$ cat src/rtl/input_conditioner.sv
// rtl/input_conditioner.sv - N-channel synchroniser, debouncer and edge detector
module input_conditioner #(
  parameter int              N_CH            = 8,
  parameter int              SYNC_STAGES     = 2,
  parameter int              DEBOUNCE_CYCLES = 4,
  parameter logic [N_CH-1:0] RESET_LEVEL     = '0
) (
  input  logic            clk,
  input  logic            reset,
  input  logic [N_CH-1:0] din,
  output logic [N_CH-1:0] level,
  output logic [N_CH-1:0] rise,
  output logic [N_CH-1:0] fall,
  output logic            any_rise
);

  localparam int CW = (DEBOUNCE_CYCLES > 1) ? $clog2(DEBOUNCE_CYCLES) : 1;
  localparam logic [CW-1:0] CNT_LAST = CW'(DEBOUNCE_CYCLES - 1);

  logic [N_CH-1:0] sync_q [SYNC_STAGES];
  logic [CW-1:0]   cnt    [N_CH];
  logic [N_CH-1:0] sq;

  assign sq       = sync_q[SYNC_STAGES-1];
  assign any_rise = |rise;

  always_ff @(posedge clk) begin
    if (reset) begin
      for (int k = 0; k < SYNC_STAGES; k++) sync_q[k] <= RESET_LEVEL;
      for (int i = 0; i < N_CH; i++) cnt[i] <= '0;
      level <= RESET_LEVEL;
      rise  <= '0;
      fall  <= '0;
    end else begin
      sync_q[0] <= din;
      for (int k = 1; k < SYNC_STAGES; k++) sync_q[k] <= sync_q[k-1];
      for (int i = 0; i < N_CH; i++) begin
        rise[i] <= 1'b0;
        fall[i] <= 1'b0;
        if (sq[i] == level[i]) begin
          cnt[i] <= '0;
        end else if (cnt[i] == CNT_LAST) begin
          // Last disagreeing sample in a row: accept the new level and pulse once.
          level[i] <= sq[i];
          cnt[i]   <= '0;
          rise[i]  <= sq[i];
          fall[i]  <= ~sq[i];
        end else begin
          cnt[i] <= cnt[i] + CW'(1);
        end
      end
    end
  end

endmodule

$ cat config.mk
export PLATFORM = sky130hd
export DESIGN_NAME = input_conditioner
export DESIGN_NICKNAME = d
export VERILOG_FILES = /design/src/rtl/input_conditioner.sv
export SDC_FILE = /design/constraint.sdc
export NUM_CORES = 1
export LEC_CHECK = 0
export BUFFER_PORTS_ARGS = -buffer_cell sky130_fd_sc_hd__buf_2
export CORE_MARGIN = 1
export CORE_UTILIZATION = 35
export CTS_CLUSTER_DIAMETER = 50
export DETAILED_ROUTE_END_ITERATION = 10
export GPL_TIMING_DRIVEN = 0
export PLACE_DENSITY_LB_ADDON = 0.3
export SLEW_MARGIN = 20
export SYNTH_ARGS = -nofsm -noshare
export SYNTH_HDL_FRONTEND = slang
export SYNTH_SLANG_ARGS = --single-unit
export TNS_END_PERCENT = 5
$ cat constraint.sdc
create_clock -name clk -period 1.2 [get_ports clk]
set_input_delay 0.06 -clock clk [delete_from_list [all_inputs] [get_ports clk]]
set_output_delay 0.06 -clock clk [all_outputs]
set_load 0.02 [all_outputs]
# ---- After elaboration in Yosys (flattened, before gate mapping)
# Memory sizes are Yosys's and may differ from the RTL's.
# Cells that the tools add are included.
dict set report totals {
  register_bits 24
  ramBits 32
  elab_cells 234
  n_memories 2
}
dict set report op_classes {
  addsub 8
  eq_ne 16
  muxes 117
  bitwise_logic 50
  reduce_logical 17
}
# memory words word_bits read_ports rd_ports_with_merged_regs wr line
set memory_table {}
lappend memory_table {cnt 8 2 8 0 8 21} ;# logic [CW-1:0] cnt [N_CH];
lappend memory_table {sync_q 2 8 2 0 2 20} ;# logic [N_CH-1:0] sync_q [SYNC_STAGES];
# op n
set ops {}
lappend ops {{$mux 1} 91}
lappend ops {{$mux 2} 24}
lappend ops {{$or 1x1->1} 26}
lappend ops {{$not 1->1} 24}
lappend ops {{$reduce_or 3->1} 8}
lappend ops {{$add 2x1->2 const B} 8}
lappend ops {{$eq 2x2->1 const B} 8}
lappend ops {{$mux 8} 2}
lappend ops {{$reduce_and 2->1} 8}
lappend ops {{$eq 1x1->1} 8}
lappend ops {{$reduce_or 8->1} 1}

# ---- Longest topological paths before layout
dict set report logic_depth {
  word_depth 7
  ltp_mapped 3
  mapped_depth_nobuf 3
}

# ---- Worst setup path before layout
# No wires, ideal clock.
dict set report synth_timing {
  path_kind {flip-flop to flip-flop}
  startpoint {memory cnt[1][0] (netlist bit)}
  endpoint {memory cnt[1][1] (netlist bit), data pin}
  setup_ns 0.269
  t_arrival_ns 0.843
  required_ns 0.931
  setup_slack_ns 0.089
  path_stages_with_launch 3
  period_less_slack_ns 1.111
  path_cell_list {edfxtp_1 -> ha_1 -> nor4b_2}
}
# element line
set synth_rtl {}
lappend synth_rtl {{from (decl)} 21}

# ---- Worst setup path in the final report
dict set report layout_timing {
  startpoint {register rise[6]}
  endpoint {output any_rise}
}
dict set report layout_between {
  elab_chain_len 1
}
# element line
set layout_rtl {}
lappend layout_rtl {{from (decl)} 12} ;# output logic [N_CH-1:0] rise,
lappend layout_rtl {{from (signal, indexed assignment)} 46} ;# rise[i] <= sq[i];
lappend layout_rtl {{$reduce_or 8->1} 25} ;# assign any_rise = |rise;
lappend layout_rtl {{to (decl)} 14} ;# output logic any_rise
# Every way passes these cells.

==> summary.md <==
| Metric | Value |
|---|---|
| # Post-CTS Setup Buffers | 0 |
| CTS Sinks | 56 |
| Reg-to-Reg Start | cnt[1][0] |
| Crit-path max FO | 2 |
| Clock Latency Late Sink | 0.30 ns |
| Syn_area_per_cell | 14.7 um^2 |
| Synth area leader | dfxtp_1 |
| Hold WC Path Type | in -> reg |
| Status | complete, but fails checks |
| Setup ws final | -0.0767 ns |
| Reg2reg path depth | 2 |
| Setup Skew | 0.00542 ns |
| XOR/XNOR Fraction of Synth Area | 3.26% |
| Fin. Hold Viols | 0 |
| Die Y | 80.4 um |
| Compound-Gate Fraction of Synth Area | 0% |
| CTS Root Cell | clkbuf_8 |
| Hold Path Sink | sync_q[0][0] |
| Wl on met1 | 1730 um |
| Final core utilization | 45.6% |
| Nets@finish | 227 |
| Sequential area share after synthesis | 59.5% |
| Initial Util | 36.3% |
| I/O pin total | 35 |
| First-pass GRT wire length | 5710 um |
| Post-route setup TNS | -0.0767 ns |
| Placer Congestion | 0.676 |
| Synthesized instance count | 146 |
| WHS Path Cells | 2 |
| Die area | 0.00647 mm^2 |
| Clock Tree Buf Depth | 2 |
| FMAX | 783 MHz |
| Arr. time, crit path | 1.22 ns |
| Unrepaired setup endpoints after global routing | yes |
| IO Port Bufs | 33 |
| Req. time, crit path | 1.14 ns |
| Synth top area share | 37.2% |
| TritonCTS clock tree | yes |
| Adder and majority cell fraction of the synthesized area | 4.65% |
| Largest cells by area after synthesis | dfxtp_1 37%, edfxtp_1 22%, and4bb_2 7.0% |
| Crit path launch type | flop |
| Antenna-violating nets left | 0 |
| Multiplexer area fraction after synthesis | 3.72% |
| # Max-Cap Violations | 0 |
| Total number of vias | 1274 |
| Share of cells above drive strength 1 | 39.5% |
| Post-DP HPWL | 2410 um |
| Largest family of logic cells by synthesized area | simple AND/OR/NAND/NOR gates |
| Total power draw | 3.29 mW |
| Largest net degree at the start of global routing | 17 |
| GRT Residual Overflow | 0 |
| H-tree levels | 2 |
| Failing checks | setup timing |
| DP Worst Slack | -0.00271 ns |
| Average wire per standard cell | 12.7 um |
| Chip width | 80.4 um |
| Mapped Area | 0.00215 mm^2 |
| Initial DRC count | 32 |
| Final hold slack | 0.00718 ns |
| Vias in the first global route | 1172 |
| Power density cells | 1220 mW/mm^2 |
| Simple-Gate Fraction of Synth Area | 26.1% |
| Met3 wire len | 175 um |
| RR Endpoint | cnt[1][1] |
| # rows | 28 |
| Via density | 4.47 |
| Total clock buffers created by CTS | 5 |
| DRC viols | 0 |
| Crit share post-route | 106% |
| Setup Viol. Count Final | 1 |
| Core Area | 0.00592 mm^2 |
| Synth cell types | 17 |
| Met2 WL | 1660 um |
| Max-slew violations | 0 |
| Final WL | 3610 um |
| Reg2reg setup slack | 0.07 ns |
| Fill count | 543 |
| CP Class | reg -> out |
| Multi-input logic area | 930 um^2 |
| Tot GR Track Use | 12.3% |
| Synth warn | 0 |
| Maximum VDD drop | 0.000707 V |
| Minimum clock period | 1.28 ns |
| CTS clk-pin slew, worst paths | 0.09 ns |
| Pre-antenna DRT Iters | 2 |
| DR top layer | met4 |
| #FFs+latches synth | 56 |
| Leakage | 1.06 nW |
| Hold Startpoint | din[0] |
| Critical Path End Type | output pin |
| Antenna violations before repair | 0 |
| Area delta synth->final | 25.4% |
| Antenna diodes | 0 |
| Storage element area | 0.00128 mm^2 |
through the flow:
stage               instances  cell area (um^2)
global placement          269              2470
floorplan                 161              2210
finish                    285              2700
detailed placement        269              2470
CTS                       285              2660
global route              285              2700
worst max path at each step:
stage	endpoint	cells past startpoint	slack, ns	startpoint
CTS	any_rise	3	-0.07	rise[6]
finish	any_rise	3	-0.08	rise[6]
floorplan	cnt[1][1]	2	0.09	cnt[1][0]
global placement	cnt[1][3]	2	0.04	cnt[1][2]
detailed placement	cnt[1][3]	2	-0.003	cnt[1][2]
global route	any_rise	3	-0.13	rise[6]
repair_timing:
item | in CTS | in global routing
gates cloned | 0 | 0
gates resized for setup | 4 | 9
endpoints found under the setup margin | 2 | 13
hold endpoints to repair | 9 | 0
hold buffers | 8 | 0
pin swaps | 1 | 1
power breakdown:
group / leakage [nW] / switching [mW] / internal, mW / total, mW
clock: 0.0510 / 0.574 / 0.462 / 1.04
combinational: 0.516 / 0.110 / 0.115 / 0.225
sequential: 0.491 / 0.0338 / 2.00 / 2.03
synth_stat cells:
library cell   n
and4bb_2      12
nor4b_2        8
nor4_1         4
ha_1           8
conb_1         1
nor4_2         4
edfxtp_1      16
nor2_1         8
nor4_4         2
nor4bb_1       4
mux2i_1        8
dfxtp_1       40
nand2_1        1
buf_6          4
buf_2          2
xnor2_1        8
nor2b_1       16
kinds of logic after synthesis:
logic type    count (synthesis)
flops                        56
fa+ha+maj                     8
xor+xnor                      8
simple gates                 59
buf+inv                       6
other cells                   1
mux                           8
layout make-up:
class                   instances  area share (%)
clock buffers                   6            3.06
plain buffers                   6            2.04
repair buffers                 41            9.09
multi-input cells              99            34.4
well taps                      75            3.48
flip-flops and latches         56            47.5
clock inverters                 2           0.371
registers in the layout, summed over array words and instances (netlist names):
register / cells
fall: 8
rise: 8
cnt: 16
level: 8
sync_q: 16
per-layer routing:
metal | track usage, % | up-vias
met5 | 0 | -
met4 | 4.29 | 0
met3 | 3.86 | 7
met2 | 18.9 | 29
met1 | 16.1 | 594
li1 | - | 644
cell usage in the layout (no fill, tap or decap), drive strengths merged:
| master | instances |
|---|---|
| nor2b | 16 |
| nor2 | 8 |
| mux2i | 8 |
| dfxtp | 40 |
| clkinv | 2 |
| conb | 16 |
| and4bb | 12 |
| xnor2 | 8 |
| nor4b | 8 |
| ha | 8 |
| nor4bb | 4 |
| nand2 | 1 |
| dlygate4sd3 | 8 |
| edfxtp | 16 |
| buf | 39 |
| clkbuf | 6 |
| nor4 | 10 |
worst max-delay path: stages (launching register included):
cell     delay (ns)
dfxtp_2        0.35
nor4_4         0.33
nand2_1        0.08
buf_2          0.16
Power figures use the tool's default switching activity.
